===== src/rtl/memory_bus_arbiter_pkg.sv =====
// Shared constants and types for the two-master memory bus arbiter.
package memory_bus_arbiter_pkg;

  // FSM state encodings
  localparam logic [0:0] ST_IDLE = 1'b0;
  localparam logic [0:0] ST_BUSY = 1'b1;

  // Master identifiers (also the value held in the owner register)
  localparam logic MASTER_CPU  = 1'b0;
  localparam logic MASTER_UART = 1'b1;

  // Arbitration mode values for PRIORITY_MODE
  localparam int PRIO_RR    = 0;
  localparam int PRIO_FIXED = 1;

  // Default transaction timeout and the width of its counter
  localparam int DEFAULT_TIMEOUT_CYCLES = 255;
  localparam int CNT_WIDTH              = 16;

  // Internal state made visible for checkers and debug
  typedef struct packed {
    logic [0:0]           state;
    logic                 owner;
    logic                 last_grant;
    logic                 is_write;
    logic [CNT_WIDTH-1:0] count;
  } arb_dbg_t;

  // One-hot grant vector for a given owner
  function automatic logic [1:0] owner_onehot(input logic owner);
    return owner ? 2'b10 : 2'b01;
  endfunction

endpackage


===== src/rtl/memory_bus_arbiter_rr.sv =====
// Combinational two-way arbiter: picks a winner among the current requesters,
// either alternating against the last grant or with master 0 as fixed winner.
module rr_arbiter_2
  import memory_bus_arbiter_pkg::*;
(
  input  logic [1:0] req,
  input  logic       last_grant,
  input  logic       mode,        // 0 = round-robin, 1 = fixed priority (master 0 wins)
  output logic       winner,
  output logic       valid
);

  // Winner selection; a lone requester always wins, ties use mode
  always_comb begin
    valid  = |req;
    winner = MASTER_CPU;
    if (req == 2'b11) begin
      winner = mode ? MASTER_CPU : ~last_grant;
    end else if (req == 2'b10) begin
      winner = MASTER_UART;
    end
  end

endmodule


===== src/rtl/memory_bus_arbiter.sv =====
// Shares one single-port memory between the CPU (master 0) and the UART boot
// loader (master 1). One transaction at a time, guarded by a timeout so a
// silent slave cannot hang the bus.
//
// Handshake: a master raises rd and/or wr (level) with address/data and holds
// them stable until it sees its ack pulse; the ack cycle is the only completion
// indication and err qualifies it (timeout). Towards memory, mem_rd/mem_wr stay
// high for the whole BUSY phase until mem_ack is seen or the timeout fires;
// mem_ack is only honoured in BUSY.
module memory_bus_arbiter
  import memory_bus_arbiter_pkg::*;
#(
  parameter int ADDR_WIDTH     = 32,
  parameter int DATA_WIDTH     = 32,
  parameter int PRIORITY_MODE  = PRIO_RR,
  parameter int TIMEOUT_CYCLES = DEFAULT_TIMEOUT_CYCLES   // legal 1..65535
)(
  input  logic                  clk,
  input  logic                  reset,      // asynchronous, active low

  input  logic                  m0_rd,
  input  logic                  m0_wr,
  input  logic [ADDR_WIDTH-1:0] m0_addr,
  input  logic [DATA_WIDTH-1:0] m0_wdata,
  output logic [DATA_WIDTH-1:0] m0_rdata,
  output logic                  m0_ack,
  output logic                  m0_err,

  input  logic                  m1_rd,
  input  logic                  m1_wr,
  input  logic [ADDR_WIDTH-1:0] m1_addr,
  input  logic [DATA_WIDTH-1:0] m1_wdata,
  output logic [DATA_WIDTH-1:0] m1_rdata,
  output logic                  m1_ack,
  output logic                  m1_err,

  output logic                  mem_rd,
  output logic                  mem_wr,
  output logic [ADDR_WIDTH-1:0] mem_addr,
  output logic [DATA_WIDTH-1:0] mem_wdata,
  input  logic [DATA_WIDTH-1:0] mem_rdata,
  input  logic                  mem_ack,

  output logic [1:0]            grant,
  output logic                  busy,
  output arb_dbg_t              dbg
);

  // Counter compare points: fire on the last allowed BUSY cycle, never wrap
  localparam logic [CNT_WIDTH-1:0] TMO_LAST = CNT_WIDTH'(TIMEOUT_CYCLES - 1);
  localparam logic [CNT_WIDTH-1:0] TMO_SAT  = CNT_WIDTH'(TIMEOUT_CYCLES);

  logic [0:0]           state;
  logic                 owner;
  logic                 last_grant;
  logic                 is_write;
  logic [CNT_WIDTH-1:0] tmo_cnt;

  logic [1:0] req;
  logic       win;
  logic       win_valid;
  logic       win_wr;
  logic       in_busy;
  logic       done_ok;
  logic       timeout;
  logic       done;

  assign req = {m1_rd | m1_wr, m0_rd | m0_wr};

  rr_arbiter_2 u_arb (
    .req        (req),
    .last_grant (last_grant),
    .mode       (PRIORITY_MODE == PRIO_FIXED),
    .winner     (win),
    .valid      (win_valid)
  );

  // A write request takes precedence when rd and wr are both raised
  assign win_wr  = win ? m1_wr : m0_wr;

  assign in_busy = (state == ST_BUSY);
  assign done_ok = in_busy && mem_ack;
  assign timeout = in_busy && !mem_ack && (tmo_cnt == TMO_LAST);
  assign done    = done_ok || timeout;

  // FSM, owner bookkeeping and the per-transaction timeout counter
  always_ff @(posedge clk or negedge reset) begin
    if (!reset) begin
      state      <= ST_IDLE;
      owner      <= MASTER_CPU;
      last_grant <= MASTER_UART;
      is_write   <= 1'b0;
      tmo_cnt    <= '0;
    end else if (state == ST_IDLE) begin
      if (win_valid) begin
        state    <= ST_BUSY;
        owner    <= win;
        is_write <= win_wr;
        tmo_cnt  <= '0;
      end
    end else begin
      if (tmo_cnt != TMO_SAT) begin
        tmo_cnt <= tmo_cnt + 1'b1;
      end
      if (done) begin
        state      <= ST_IDLE;
        last_grant <= owner;
      end
    end
  end

  // Memory-side mux and master-side completion, all quiet outside BUSY
  always_comb begin
    mem_rd    = 1'b0;
    mem_wr    = 1'b0;
    mem_addr  = '0;
    mem_wdata = '0;
    grant     = 2'b00;
    busy      = 1'b0;
    m0_ack    = 1'b0;
    m0_err    = 1'b0;
    m0_rdata  = '0;
    m1_ack    = 1'b0;
    m1_err    = 1'b0;
    m1_rdata  = '0;
    if (in_busy) begin
      mem_wr    = is_write;
      mem_rd    = !is_write;
      mem_addr  = owner ? m1_addr  : m0_addr;
      mem_wdata = owner ? m1_wdata : m0_wdata;
      grant     = owner_onehot(owner);
      busy      = 1'b1;
      if (owner == MASTER_CPU) begin
        m0_ack   = done;
        m0_err   = timeout;
        m0_rdata = done_ok ? mem_rdata : '0;
      end else begin
        m1_ack   = done;
        m1_err   = timeout;
        m1_rdata = done_ok ? mem_rdata : '0;
      end
    end
  end

  // Debug view of the internal registers
  assign dbg = '{state: state, owner: owner, last_grant: last_grant,
                 is_write: is_write, count: tmo_cnt};

endmodule


===== config.mk =====
export PLATFORM = sky130hd
export DESIGN_NAME = memory_bus_arbiter
export DESIGN_NICKNAME = d
export VERILOG_FILES = /design/src/rtl/memory_bus_arbiter_pkg.sv /design/src/rtl/memory_bus_arbiter_rr.sv /design/src/rtl/memory_bus_arbiter.sv
export SDC_FILE = /design/constraint.sdc
export NUM_CORES = 1
export LEC_CHECK = 0
export BUFFER_PORTS_ARGS = -buffer_cell sky130_fd_sc_hd__clkbuf_2
export CORE_AREA = 10 10 118 120
export CTS_BUF_LIST = sky130_fd_sc_hd__clkbuf_4
export CTS_CLUSTER_DIAMETER = 50
export DETAILED_ROUTE_END_ITERATION = 10
export DIE_AREA = 0 0 128 130
export PLACE_DENSITY = 0.66
export SLEW_MARGIN = 40
export SYNTH_ARGS = -nofsm -noshare
export SYNTH_HDL_FRONTEND = slang
export SYNTH_SLANG_ARGS = --single-unit

===== constraint.sdc =====
create_clock -name clk -period 4.55 [get_ports clk]
set_input_delay 0.91 -clock clk [delete_from_list [all_inputs] [get_ports clk]]
set_output_delay 0.91 -clock clk [all_outputs]
set_load 0.01 [all_outputs]

==> impl_metrics.py <==
metrics = {
    "global_route": {
        "grt_pass1_vias": 3759,
        "grt_pass1_wl_mm": 21.5,
        "grt_overflow": 0,
        "grt_max_degree": 48,
        "grt_antenna_before_repair": 0,
        "grt_util_all_layers_pct": 15.7,
    },
    "layout": {
        "num_antenna_cells": 0,
        "final_cells": 811,
        "utilization_pct": 37.9,
        "area_growth_syn_to_layout_pct": 61.1,
        "fillCellCount": 1262,
        "drive_above_1_share_pct": 53.0,
        "nNetsFinal": 834,
    },
    "critical_path": {
        "path_max_fanout": 38,
        "rrSetupSlack_ns": 2.48,
        "endpoint_kind": "output port",
        "crit_slowest_cell": "dfrtp_4",
        "ff2ff_path_depth": 5,
        "crit-reg2reg-capture": "tmo_cnt[14]",
        "critPathMaxStageDelay_ns": 0.80,
        "worstPathArrival_ns": 2.25,
        "cp_cell_sequence": "buf_4 -> mux2i_1 -> nor2_1 -> clkbuf_2",
        "start_kind": "register",
        "criticalPathCategory": "reg -> out",
        "cp.required_ns": 3.64,
        "reg2reg_from": "tmo_cnt[1]",
    },
    "cts": {
        "clock_sinks": 20,
        "clk_pin_slew_worst_paths_ns": 0.12,
        "cts_resized": 0,
        "cts_max_path_buffers": 2,
        "cts_setup_buffers": 0,
        "tritoncts": "yes",
        "clockRootBuffer": "clkbuf_4",
        "clkLatencyLatePin_ns": 0.30,
        "cts_made_buffers": 3,
        "cts_htree_levels": 1,
        "cts_hold_buf": 0,
    },
    "placed_design": {
        "io_buffers": 323,
        "dp_hpwl_mm": 12.9,
        "placed_cells": 807,
        "gp_congestion": 0.854,
    },
    "routing": {
        "route.antenna.remaining_nets": 0,
        "vias_per_cell": 4.74,
        "vias": 3847,
        "drtIter0Drc": 293,
        "dr.pass1.iters": 5,
        "wl_per_cell_um": 18.3,
        "drc_errors": 0,
        "routed_wl_mm": 14.9,
    },
    "hold_path": {
        "hp-class": "in -> async",
    },
    "synthesis": {
        "ys_seq_elements": 20,
        "synth_edf_count": 0,
        "synthCells": 370,
        "synthFlopType": "dfrtp_1",
        "ys.warnings.count": 0,
        "syn-num-nets": 539,
        "synthArstFlopShare_pct": 100,
        "seq_area_frac_synth_pct": 18.2,
        "yosysMostFrequentCell": "nor2_1",
        "yosys-top-cells-area": "mux2i_1, dfrtp_1, nor2_1, and3_1, and2_1",
        "synth.distinct_cells": 51,
        "synthesis.area_sq_mm": 0.00276,
        "synthTopCellsByCount": "nor2_1, mux2i_1, and3_1",
        "synth_top_area_share_pct": 23.2,
        "yosysTopAreaCell": "mux2i_1",
        "syn_avg_cell_area_sq_um": 7.45,
    },
    "sta": {
        "hold_viol": 0,
        "setup_viol": 0,
        "worst_slew_pin_slew_ns": 0.597,
        "maxSlewHeadroom_pct": 60.2,
        "min_period_ns": 3.16,
        "max_freq_mhz": 317,
        "fin_worst_skew_ns": 0.00827,
        "period_share_pct": 69.4,
        "setup_tns_ns": 0,
        "report.final.slew_viol_count": 0,
        "rsz0062_at_grt": "no",
    },
    "floorplan": {
        "dieArea_sq_mm": 0.0166,
        "dieWidth_um": 128,
        "core_sq_mm": 0.0117,
        "die_h_um": 130,
        "start_util_pct": 23.5,
        "io_pins": 324,
        "rows": 40,
    },
    "flow_run": {
        "maxCapViolCount": 0,
    },
    "pwr": {
        "power_uw": 1070,
        "power_leakage_uw": 0.00283,
        "ir_drop_mv": 0.152,
        "powerDensity_mw_per_mm2": 242,
    },
    "status": {
        "run_status": "complete, no violations",
    },
}
==> critical path: cells and delay by family, from the launching register on <==
kind | cells | cell delay [ns]
and+or+nand+nor | 1 | 0.06
buffers and inverters | 2 | 0.76
DFF | 1 | 0.80
muxes | 1 | 0.29
==> sequential cells by signal, summed over array words and instances, names as in the netlist <==
register    cells
tmo_cnt        16
is_write        1
owner           1
in_busy         1
last_grant      1
==> area by class of cell <==
cell class	count	area (sq um)	area share, %
inverter	8	30.0	0.676
multi-input combinational	305	2050	46.1
tap	147	184	4.14
clock buffer	4	30.0	0.676
timing repair buffer	327	1650	37.1
sequential	20	505	11.4
==> worst max-delay path by stage <==
stage | start | endpoint | slack (ns)
2_1_floorplan | mem_ack | m1_rdata[10] | 1.87
3_3_place_gp | mem_ack | m1_rdata[7] | 1.27
3_5_place_dp | mem_ack | m1_rdata[0] | 1.21
4_1_cts | mem_ack | m1_rdata[0] | 1.21
5_1_grt | mem_ack | m1_rdata[0] | 1.27
6_report | owner | mem_wdata[14] | 1.39
==> routing by layer <==
layer | GRT usage [%] | share of wire (%) | up-vias
li1 | - | - | 1886
met1 | 18.7 | 38 | 1738
met2 | 26.5 | 50 | 209
met3 | 6.33 | 11 | 14
met4 | 2.45 | 1.3 | 0
met5 | 0 | 0 | -
==> per-stage QoR <==
step                instance area (sq um)  hold WS (ns)  setup slack, ns
detailed placement                   4410         0.572             1.21
global placement                     4410         0.550             1.27
global route                         4440         0.582             1.27
CTS                                  4440         0.567             1.21
floorplan                            2760         0.485             1.87
finish                               4440         0.557             1.39
==> layout by cell type (no fill, tap or decap), types with 2 or more instances in the layout <==
cell type	n
and3_1	37
mux2i_1	64
nand2_1	19
nand3_1	5
a31oi_1	3
clkbuf_4	4
and4_4	2
inv_1	7
nor4_2	2
and2_1	36
nor2_1	75
nor3_1	5
o21ai_0	3
or4_1	3
nand4_1	8
buf_4	4
ha_1	2
nor4_1	2
o311ai_0	2
a211o_2	2
clkbuf_2	323
nor3b_1	2
dfrtp_1	18
xnor2_1	2
a21oi_1	3
a221o_1	2
o211ai_1	4
and3_2	2
==> where the power goes <==
group	total (uW)	switching, uW	internal (uW)
registers	277	76.4	200
clock network	95.7	55.6	40.1
logic	702	383	320
==> logic make-up after synthesis <==
| kind of cell | share of synthesized area, % |
|---|---|
| AND/OR/NAND/NOR | 39.2 |
| flip-flops | 18.2 |
| adder cells (fa/ha/maj) | 0.907 |
| multiplexers | 23.8 |
| AO/OA/AOI/OAI | 9.66 |
| buffers and inverters | 7.67 |
| XOR/XNOR | 0.635 |
(Power assumes the default switching activity.)
